--- config.mk ---
export PLATFORM = sky130hd
export DESIGN_NAME = onehot_decoder
export DESIGN_NICKNAME = d
export VERILOG_FILES = /design/src/rtl/onehot_decoder.sv
export SDC_FILE = /design/constraint.sdc
export NUM_CORES = 1
export LEC_CHECK = 0
export BUFFER_PORTS_ARGS = -buffer_cell sky130_fd_sc_hd__buf_2
export CAP_MARGIN = 40
export CORE_MARGIN = 5
export CORE_UTILIZATION = 30
export DETAILED_ROUTE_END_ITERATION = 8
export GPL_TIMING_DRIVEN = 0
export MAX_ROUTING_LAYER = met4
export PLACE_DENSITY_LB_ADDON = 0.15
export SYNTH_ARGS = -nofsm -noshare
export SYNTH_HDL_FRONTEND = slang
export SYNTH_SLANG_ARGS = --single-unit
--- constraint.sdc ---
create_clock -name clk -period 1.9 [get_ports clk]
set_clock_uncertainty 0.05 [all_clocks]
set_input_delay 0.095 -clock clk [delete_from_list [all_inputs] [get_ports clk]]
set_output_delay 0.095 -clock clk [all_outputs]
set_load 0.01 [all_outputs]
--- src/rtl/onehot_decoder.sv ---
// -----------------------------------------------------------------------------
// onehot_decoder
//
// Decodes a 3-bit line index into an 8-bit one-hot word and buffers the
// decoded words in a small FIFO between two valid/ready interfaces. A sticky
// register accumulates the OR of every decoded word that has been accepted.
//
// Handshake: a transfer happens on a rising clk edge where valid and ready
// are both 1. The producer holds valid and its payload stable until that edge;
// ready may change freely, and valid never waits on ready.
//
// Parameters
//   DEPTH      FIFO depth in entries (2, 4 or 8)
//
// Ports
//   clk        clock, all state changes on the rising edge
//   rst        asynchronous, active-high reset
//   in_valid   upstream code is valid
//   in_ready   block can accept a code (depends on registered occupancy only)
//   in_code    binary line index 0..7
//   in_none    no active line upstream; the decoded word is 8'h00
//   out_valid  out_onehot holds a decoded word (FIFO not empty)
//   out_ready  downstream accepts the head word
//   out_onehot decoded word at the FIFO head, 8'h00 while empty
//   seen       sticky OR of all accepted decoded words
//   clr        synchronous clear of seen
//   count      current FIFO occupancy, 0..DEPTH
// -----------------------------------------------------------------------------
module onehot_decoder #(
    parameter int DEPTH = 2
) (
    input  logic                     clk,
    input  logic                     rst,
    input  logic                     in_valid,
    output logic                     in_ready,
    input  logic [2:0]               in_code,
    input  logic                     in_none,
    output logic                     out_valid,
    input  logic                     out_ready,
    output logic [7:0]               out_onehot,
    output logic [7:0]               seen,
    input  logic                     clr,
    output logic [$clog2(DEPTH):0]   count
);

    localparam int PTR_W = $clog2(DEPTH);
    localparam int CNT_W = PTR_W + 1;
    localparam logic [CNT_W-1:0] FULL_CNT = CNT_W'(DEPTH);

    // Storage is deliberately not reset; out_onehot is masked while empty.
    logic [7:0]       mem [DEPTH];
    logic [PTR_W-1:0] wr_ptr;
    logic [PTR_W-1:0] rd_ptr;
    logic [CNT_W-1:0] cnt_q;
    logic [7:0]       seen_q;

    logic             wr_en;
    logic             rd_en;
    logic [7:0]       dec_word;

    // Decode: one bit per line index, or all-zero when upstream found nothing.
    always_comb begin
        dec_word = 8'h00;
        if (!in_none) begin
            dec_word[in_code] = 1'b1;
        end
    end

    // Status flags come straight from the occupancy register, so in_ready has
    // no combinational path from out_ready. A full FIFO refuses a write even
    // when a pop happens in the same cycle; the word is taken next cycle.
    always_comb begin
        in_ready   = (cnt_q < FULL_CNT);
        out_valid  = (cnt_q != '0);
        wr_en      = in_valid && in_ready;
        rd_en      = out_valid && out_ready;
        out_onehot = out_valid ? mem[rd_ptr] : 8'h00;
        count      = cnt_q;
        seen       = seen_q;
    end

    // Data array: written only on an accept, so in_code/in_none are sampled
    // only then.
    always_ff @(posedge clk) begin
        if (wr_en) begin
            mem[wr_ptr] <= dec_word;
        end
    end

    // Pointers wrap naturally because DEPTH is a power of two.
    always_ff @(posedge clk or posedge rst) begin
        if (rst) begin
            wr_ptr <= '0;
            rd_ptr <= '0;
        end else begin
            if (wr_en) begin
                wr_ptr <= wr_ptr + 1'b1;
            end
            if (rd_en) begin
                rd_ptr <= rd_ptr + 1'b1;
            end
        end
    end

    // Occupancy: simultaneous write and read leave it unchanged. With one
    // entry, the read moves rd_ptr onto the slot being written, so the new
    // word becomes the head on the next cycle.
    always_ff @(posedge clk or posedge rst) begin
        if (rst) begin
            cnt_q <= '0;
        end else begin
            case ({wr_en, rd_en})
                2'b10:   cnt_q <= cnt_q + 1'b1;
                2'b01:   cnt_q <= cnt_q - 1'b1;
                default: cnt_q <= cnt_q;
            endcase
        end
    end

    // Sticky seen register. An accept that coincides with clr restarts the
    // history from that word rather than losing it.
    always_ff @(posedge clk or posedge rst) begin
        if (rst) begin
            seen_q <= 8'h00;
        end else if (wr_en) begin
            seen_q <= clr ? dec_word : (seen_q | dec_word);
        end else if (clr) begin
            seen_q <= 8'h00;
        end
    end

endmodule

=== Yosys cells after proc, flatten, opt, wreduce, memory -nomap -nowiden ===
Memories as Yosys holds them, arrays and structs flattened.
Cells that the tools add are included.

* Register bits after elaboration: 12
* RAM bits: 16
* Input bits: 9
* Output and inout port bits: 20
* Word-level logic and storage cells: 31
* Memories kept: 1

{| class="wikitable"
|+ Memory list
! name !! depth !! bits a word !! read ports !! clocked after Yosys merged registers in !! wr ports !! line !! text
|-
| mem || 2 || 8 || 1 || 0 || 1 || 51 || <nowiki>logic [7:0] mem [DEPTH];</nowiki>
|}

* $add $sub $neg: 4
* $lt $le $gt $ge: 3
* Equality and inequality tests: 2
* Muxes and demuxes: 10
* Bitwise logic cells: 1
* Reductions and logical operators: 6

{| class="wikitable"
|+ Operators by type and width
! cell !! count
|-
| two-way mux 8 bit || 5
|-
| OR 8 bit || 1
|-
| nonzero test 2 bit || 3
|-
| < comparator 3 x 4 -> 1 bit, second input constant || 1
|-
| case mux 2 bit (2 select lines) || 1
|-
| demux 1 bit (select 3 bit) || 1
|-
| >= comparator 3 x 1 -> 1 bit, second input constant || 1
|-
| logical AND 1 bit || 3
|-
| two-way mux 1 bit || 3
|-
| adder 1 bit, second input constant || 2
|-
| adder 2 x 1 -> 2 bit, second input constant || 1
|-
| == test 2 x 1 -> 1 bit, second input constant || 1
|-
| == test 2 bit, second input constant || 1
|-
| < comparator 2 bit, second input constant || 1
|-
| subtractor 2 x 1 -> 2 bit, second input constant || 1
|}

=== Longest topological paths before layout ===
Gate-level depths: netlist of the first run.

* Word-level depth: 8
* Depth in mapped cells: 6
* Depth with buffers taken out: 6

=== Worst setup path after synthesis of the first run ===
OpenSTA, ideal clock, no wires.

* Path type: flip-flop to flip-flop
* From: register cnt_q[0] (netlist: count[0])
* To: register cnt_q[1] (netlist: count[1])
* Library setup time: 0.080 ns
* Arrival: 1.382 ns
* Required time: 1.770 ns
* Path slack: 0.388 ns
* Cell stages (with the launch flop): 6
* Path buffers: 0
* Period minus slack after synthesis: 1.512 ns
* Cell sequence: dfrtp_1 > nor2_2 > nor2b_1 > ha_1 > nor2_1 > xnor2_1

* Word-level cells in the longest chain between the ends: 4
* Elaborated cells on any way between the ends: 10
* Those cells by class: add/sub (2); order compare (1); eq/ne (2); mux (1); reduce/logical (4)

{| class="wikitable"
|+ Ends and longest elaborated chain
! item !! line !! text
|-
| start: declaration || 54 || <nowiki>logic [CNT_W-1:0] cnt_q;</nowiki>
|-
| start signal: assignment || 113 || <nowiki>2'b10: cnt_q <= cnt_q + 1'b1;</nowiki>
|-
| start signal: assignment || 114 || <nowiki>2'b01: cnt_q <= cnt_q - 1'b1;</nowiki>
|-
| start signal: assignment || 115 || <nowiki>default: cnt_q <= cnt_q;</nowiki>
|-
| nonzero test 2 bit * || 74 || <nowiki>out_valid = (cnt_q != '0);</nowiki>
|-
| logical AND 1 bit * || 76 || <nowiki>rd_en = out_valid && out_ready;</nowiki>
|-
| named net rd_en || 58 || <nowiki>logic rd_en;</nowiki>
|-
| == test 2 x 1 -> 1 bit or == test 2 bit (tied branches) || 112 || <nowiki>case ({wr_en, rd_en})</nowiki>
|-
| case mux 2 bit (2 select lines) or nonzero test 2 bit (tied branches) || -- ||
|}

The timed path passes the listed nets; every way through them passes the cells marked *.
A chain may end at the register's enable or synchronous reset.

=== Worst setup path in the final report of the first run ===
Same ends and word-level chain as after synthesis.

==> results of run 1 <==
## report_power, final
group          leakage, uW  switching, uW  internal [uW]
clock            0.0000288            183            186
sequential        0.000312           56.5            764
combinational     0.000296            376            287
total             0.000637            616           1240
## area by class of cell
class / count / share of cell area
well taps: 50 / 0.04296
clock buffers: 4 / 0.03780
plain buffers: 2 / 0.01031
multi-input cells: 50 / 0.2448
flip-flops and latches: 28 / 0.5361
inverters: 11 / 0.02835
repair buffers: 28 / 0.09966
## sequential cells by signal, summed over array words and instances, names as in the netlist
| register | cells |
|---|---|
| count | 2 |
| mem | 16 |
| rd_ptr | 1 |
| seen | 8 |
| wr_ptr | 1 |
## logic make-up after synthesis
group / share of synthesized area
muxes: 0.06709
adders and majority gates: 0.01048
and+or+nand+nor: 0.1258
AOI/OAI and AO/OA: 0.05870
DFF: 0.6541
buffers and inverters: 0.04717
xor gates and xnor gates: 0.03669
## what timing repair did
item / in CTS / in global routing
hold buffers: 1 / 0
endpoints found under the hold margin: 12 / 0
gates resized for setup: 0 / 0
endpoints found under the setup margin: 0 / 0
## through the flow
stage	std cells	hold slack [ps]	util	power [uW]
5_1_grt	173	70.24	0.3721	1965
3_3_place_gp	168	80.52	0.3555	1495
2_1_floorplan	91	-90.30	-	1270
3_5_place_dp	168	86.03	0.3555	1517
6_report	173	55.57	0.3721	1853
4_1_cts	173	51.05	0.3721	1884
## critical path, stage by stage (launching register included)
cell	delay (ps)
dfrtp_1	440
nor2_2	400
nor2b_1	150
ha_1	230
xnor2_1	160
nor2_1	70
xnor2_1	120
## metal layers
metal,track usage,up-vias,wire (um)
met5,-,-,0
met4,0.05533,0,53
met3,0.02342,5,133
met2,0.1678,21,1114
met1,0.1259,359,1102
li1,-,379,-
## final timing paths
kind	to	slack, ps	depth (start not counted)	from
min in group asynchronous	count[1]	310	3	rst
max reg2reg	count[1]	190	6	count[0]
min reg2reg	wr_ptr	460	1	wr_ptr
max	count[1]	190	6	count[0]
min	seen[1]	60	2	in_code[2]
max in group asynchronous	wr_ptr	1160	3	rst
## cells in the final DEF, fill, tap and decap left out, types with 2 or more instances in the layout
master    netlist  layout
buf_2           1      28
edfxtp_1       16      16
nor2_1         13      13
dfrtp_1        12      12
inv_1          11      11
mux2i_1         8       8
o22ai_1         6       6
xnor2_1         4       4
nor3_1          4       4
clkbuf_8        0       4
nand2b_1        3       3
o32ai_2         2       2
==> results.toml, run 1 <==
[outcome]
outcome = "finished, final reports clean"

[place]
hpwl_um = 1780
io_buffer_count = 27
place_area_mm2 = 0.001391
gp_congestion = 0.7097
pre_cts_slack_ps = 156.3

[cells_and_area]
multi_input_area_um2 = 356.6
n_fill_cell = 403
drive_gt1_frac = 0.3171
syn2layout_area_growth_pct = 22.01
regArea_um2 = 780.7
diodes = 0
design_area_mm2 = 0.001456
final_nets = 134

[floorplanning]
die_x_um = 73.08
rows = 23
die-area_mm2 = 0.005340
initial_core_util = 0.3050
core_area_mm2 = 0.003914
die-height_um = 73.08
io_pins = 29

[yosys]
syn-num-nets = 101
ys_seq_area_frac = 0.6541
syn_inst = 91
ys_types = 22
synth.area.top_cells = "edfxtp_1 (40%), dfrtp_1 (25%), mux2i_1 (6.7%)"
netlist_area_mm2 = 0.001194
synth-edff-count = 16
netlist_top_cells_count = "edfxtp_1 (16), nor2_1 (13), dfrtp_1 (12)"
synth_largest_area_cell = "edfxtp_1"
synth_top_area_share = 0.4025
syn_area_per_cell_um2 = 13.12
ys_warn_count = 0
ys.flop_type = "edfxtp_1"
yosysMostFrequentCell = "edfxtp_1"
ys_ff_latch = 28
synthArstFlopShare = 0.4286

[routing]
wire_per_inst_um = 13.90
via_per_inst = 4.416
drc = 0
drtAntennaViolNets = 0
wl_um = 2404
firstDrtPassIters = 4
vias = 764
drtIter0Drc = 33

[clocking]
cts_root_buf = "clkbuf_8"
worstSkewPairLatency_ps = 270
clock_sinks = 28
htreeDepth = 1
clockBufferDepth = 2
cts_made_buffers = 3
cts_tree = "built"
clk_pin_slew_worst_paths_ps = 90
cts_setup_buffers = 0

[power_and_ir_drop]
leakage_uw = 0.0006366
vdd_drop_max_mv = 0.4709
p_per_area_mw_per_mm2 = 1272

[timing]
setup_slack_ps = 187.3
max_slew_margin = 0.5153
drv_slew = 0
max_freq_mhz = 583.9
setup_viol = 0
fin_crit_sh = 0.9014
finalHoldViolCount = 0
fin_setup_tns_ps = 0
worst_pin_slew_ps = 724.4
rsz0062_at_grt = "no"
fin_crit_ps = 1713

[global_route]
grt_usage = 0.1061
grt_pass1_vias = 850
overflow = 0
grt_pass1_wl_um = 4112
grt_max_degree = 16
antenna_found_initial = 0

[run]
drv_cap = 0

[critical_path]
critical_path_class = "register to register"
crit_arrival_ps = 1830
cp_data_required_time_ps = 2020
cp-end-kind = "register"
worstSetupStartpointType = "register"
cp_max_fo = 10

[hold_path]
hold_class = "input pin to register"
(Power assumes the default switching activity.)
==> run 2: changes to the inputs <==
BUFFER_PORTS_ARGS = -buffer_cell sky130_fd_sc_hd__clkbuf_2   (was -buffer_cell sky130_fd_sc_hd__buf_2)
==> run 2 against run 1 <==
  * Core utilization decreased by 0.26 points
  * Flip-flop and latch count unchanged
  * Design area decreased by 0.69%
  * Largest power group unchanged
  * Count of clock-buffer cells in the layout unchanged
  * Hold slack better by 13 ps
==> results.toml, run 2 (synthesized netlist as in run 1, its figures left out) <==
[routing]
wire_per_inst_um = 13.61
drc = 0
drtAntennaViolNets = 0
wl_um = 2355
firstDrtPassIters = 4
via_per_inst = 4.376
vias = 757
drtIter0Drc = 17

[clocking]
clockBufferDepth = 2
clock_sinks = 28
post_cts_resized = 0
clk_pin_slew_worst_paths_ps = 90
cts_made_buffers = 3
cts_root_buf = "clkbuf_8"
htreeDepth = 1
cts_tree = "built"
worstSkewPairLatency_ps = 270
cts_setup_buffers = 0

[cells_and_area]
drive_gt1_frac = 0.3089
regMostFlops = "mem"
fin_util = 0.3696
n_fill_cell = 413
stdcell_count = 173
final_nets = 134
diodes = 0
layout_common_cells = "clkbuf_2 (27), edfxtp_1 (16), nor2_1 (13), dfrtp_1 (12), inv_1 (11)"
final_common_cell = "clkbuf_2"
syn2layout_area_growth_pct = 21.17
largest_reg_flops = 16

[run]
drv_cap = 0

[timing]
worst_pin_slew_ps = 756.5
fin_setup_tns_ps = 0
max_freq_mhz = 591.0
finalHoldViolCount = 0
fin_crit_sh = 0.8906
setup_viol = 0
setup_slack_ps = 207.8
drv_slew = 0
fin_crit_ps = 1692
max_slew_margin = 0.4938
hold_slack_ps = 68.60
rsz0062_at_grt = "no"

[critical_path]
reg2reg_from = "count[0]"
cp_top_family = "simple AND/OR/NAND/NOR gates"
crit_arrival_ps = 1840
crit_buf_inv = 0
cp_max_fo = 10
max_stage_delay_ps = 440
crit_path_top_delay_cell = "dfrtp_1"
cp-end-kind = "register"
reg2reg_setup_slack_ps = 210
critical_path_class = "register to register"
setup.worst_path.start = "count[0]"
crit_chain = "nor2_2 > nor2b_1 > ha_1 > nor2_1 > xnor2_1"
cp_data_required_time_ps = 2050
worstSetupStartpointType = "register"
critical_path_cell_count = 5
rr_worst_depth = 5
cp-endpoint = "count[1]"
r2r-end = "count[1]"

[place]
hpwl_um = 1770
gp_congestion = 0.6917
io_buffer_count = 27
place_inst = 168
pre_cts_slack_ps = 205.8

[power_and_ir_drop]
leakage_uw = 0.0006249
vdd_drop_max_mv = 0.4595
p_per_area_mw_per_mm2 = 1252

[floorplanning]
die-height_um = 73.08
die-area_mm2 = 0.005340
core_area_mm2 = 0.003914
initial_core_util = 0.3050
rows = 23
io_pins = 29
die_x_um = 73.08

[global_route]
overflow = 0
grt_usage = 0.09863
grt_pass1_vias = 798
antenna_found_initial = 0
grt_max_degree = 16
grt_pass1_wl_um = 3891

[hold_path]
hold_class = "input pin to register"

[outcome]
outcome = "finished, final reports clean"
run 2: changes by cell type in the layout (fill, tap and decap cells not counted), sizes merged:
cell    before  now
buf         28    1
clkbuf       4   31
run 2: worst register-to-register path: stages (launching register included):
cell	delay, ps
dfrtp_1	440
nor2_2	380
nor2b_1	150
ha_1	330
nor2_1	140
xnor2_1	130
run 2: how the worst min path moves through the flow:
stage,startpoint,end,slack [ps],depth (start not counted)
2_1_floorplan,rst,count[0],-90,1
3_3_place_gp,rst,wr_ptr,60,2
3_5_place_dp,rst,count[1],70,2
4_1_cts,in_code[2],seen[1],60,2
5_1_grt,in_valid,wr_ptr,90,3
6_report,in_code[2],seen[1],70,2
run 2: final cells by class:
class | count | area (um2) | area share
timing repair buffer | 28 | 145.1 | 0.1003
clock buffer | 4 | 45.04 | 0.03114
sequential | 28 | 780.7 | 0.5398
multi-input combinational | 50 | 356.6 | 0.2465
buffer | 2 | 15.01 | 0.01038
tap | 50 | 62.56 | 0.04325
inverter | 11 | 41.29 | 0.02855
run 2: routing by layer:
metal | share of wire | vias to the layer above | track usage
met1 | 0.50 | 352 | 0.1345
li1 | - | 381 | -
met4 | 0.013 | 0 | 0.03689
met2 | 0.43 | 20 | 0.1410
met5 | 0 | - | -
met3 | 0.056 | 4 | 0.02479
run 2: through the flow:
| stage | total power [uW] | instance area (um2) |
|---|---|---|
| 6_report | 1811 | 1446 |
| 5_1_grt | 1929 | 1446 |
| 4_1_cts | 1838 | 1446 |
| 3_5_place_dp | 1515 | 1391 |
| 3_3_place_gp | 1497 | 1391 |
| 2_1_floorplan | 1270 | 1194 |
run 2: repair_timing:
item | CTS | global route
endpoints found under the setup margin | 0 | 0
hold buffers | 1 | 0
endpoints found under the hold margin | 12 | 0
run 2: where the power goes:
part           switching, uW  internal [uW]  total [uW]
combinational            382            285         666
sequential              53.9            764         817
clock                    178            150         328
==> run 3: changes to the inputs <==
CORE_ASPECT_RATIO = 2   (was unset)
==> run 3 against run 2 <==
  * Flip-flop and latch count is the same
  * Core utilization grew 1.4 points
  * Total power grew 6.1%
  * Wire length shrank 4.1%
  * Highest routed layer unchanged
  * Via count shrank 0.66%
  * Critical path type unchanged
  * Hold slack gained 18 ps
  * Largest cell class unchanged
  * Sequential power is essentially flat
  * Final cell count grew 0.58%
==> results.toml, run 3 (synthesized netlist as in run 1, its figures left out) <==
[critical_path]
crit_arrival_ps = 1790
reg2reg_setup_slack_ps = 260
rr_worst_depth = 5
cp-end-kind = "register"
r2r-end = "count[1]"
worstSetupStartpointType = "register"
cp_max_fo = 10
reg2reg_from = "count[0]"
critical_path_class = "register to register"
cp_data_required_time_ps = 2050

[place]
pre_cts_slack_ps = 204.7
gp_congestion = 0.7514
hpwl_um = 1879
io_buffer_count = 27

[global_route]
grt_max_degree = 17
grt_usage = 0.09485
antenna_found_initial = 0
grt_pass1_vias = 772
grt_pass1_wl_um = 3774
overflow = 0

[timing]
rsz0062_at_grt = "no"
fin_crit_sh = 0.8637
drv_slew = 0
max_freq_mhz = 609.3
worst_pin_slew_ps = 642.0
setup_slack_ps = 258.9
hold_slack_ps = 86.58
setup_viol = 0
finalHoldViolCount = 0
fin_setup_tns_ps = 0
fin_crit_ps = 1641
max_slew_margin = 0.5704

[routing]
drc = 0
drtAntennaViolNets = 0
wl_um = 2258
drtIter0Drc = 8
vias = 752
wire_per_inst_um = 12.98
via_per_inst = 4.322
firstDrtPassIters = 4

[clocking]
clk_pin_slew_worst_paths_ps = 90
clock_sinks = 28
htreeDepth = 1
worstSkewPairLatency_ps = 260
clockBufferDepth = 2
cts_root_buf = "clkbuf_8"
cts_tree = "built"
post_cts_resized = 0
cts_made_buffers = 3
cts_setup_buffers = 0

[floorplanning]
rows = 32
initial_core_util = 0.3105
io_pins = 29
die_x_um = 54.60
die-height_um = 99.21
die-area_mm2 = 0.005417
core_area_mm2 = 0.003844

[cells_and_area]
largest_reg_flops = 16
drive_gt1_frac = 0.3171
diodes = 0
final_common_cell = "clkbuf_2"
regMostFlops = "mem"
final_nets = 134
layout_common_cells = "clkbuf_2 (27), edfxtp_1 (16), nor2_1 (13), dfrtp_1 (12), inv_1 (11)"
syn2layout_area_growth_pct = 23.48

[power_and_ir_drop]
leakage_uw = 0.0006379
p_per_area_mw_per_mm2 = 1304
vdd_drop_max_mv = 0.7192

[hold_path]
hold_class = "input pin to register"
min_to = "wr_ptr"
min_from = "in_valid"
worstHoldPathCells = 3

[outcome]
outcome = "finished, final reports clean"

[run]
drv_cap = 0
## run 3: cell type report
class / instances / area (um2)
Multi-Input combinational cell: 50 / 356.6
Timing Repair Buffer: 28 / 145.1
Fill cell: 405 / 2370
Clock inverter: 1 / 30.03
Clock buffer: 3 / 41.29
Sequential cell: 28 / 780.7
Inverter: 11 / 41.29
Buffer: 2 / 15.01
Tap cell: 51 / 63.81
## run 3: through the flow
stage / cells / cell area [um2] / util / total power, uW
after floorplan: 91 / 1194 / - / 1270
after global placement: 169 / 1393 / 0.3623 / 1499
after detailed placement: 169 / 1393 / 0.3623 / 1510
after CTS: 174 / 1474 / 0.3835 / 1966
after global routing: 174 / 1474 / 0.3835 / 2048
final: 174 / 1474 / 0.3835 / 1922
## run 3: worst max-delay path: stages, from the launching register on
cell     delay [ps]
dfrtp_1         440
nor2_2          360
nor2b_1         140
ha_1            330
nor2_1          130
xnor2_1         120
## run 3: where the power goes
group	switching (uW)	internal, uW
registers	55.4	763
logic	366	285
clock network	170	281
## run 3: worst max-delay path by stage
stage          startpoint       end  slack (ps)  depth (start not counted)
6_report         count[0]  count[1]         260                          5
3_3_place_gp     count[0]  count[1]         240                          5
4_1_cts          count[0]  count[1]         190                          5
2_1_floorplan    count[0]  count[1]         390                          5
5_1_grt          count[0]  count[1]         100                          6
3_5_place_dp     count[0]  count[1]         200                          5
## run 3: metal layers
layer	vias up	track usage	routed length, um
li1	377	-	-
met1	349	0.1099	828
met2	24	0.1615	1318
met3	2	0.01349	87
met4	0	0.02879	24
met5	-	-	0
## run 3: what timing repair did
action | in CTS | in global routing
hold buffers | 1 | 0
setup endpoints to repair | 0 | 0
hold endpoints to repair | 12 | 0
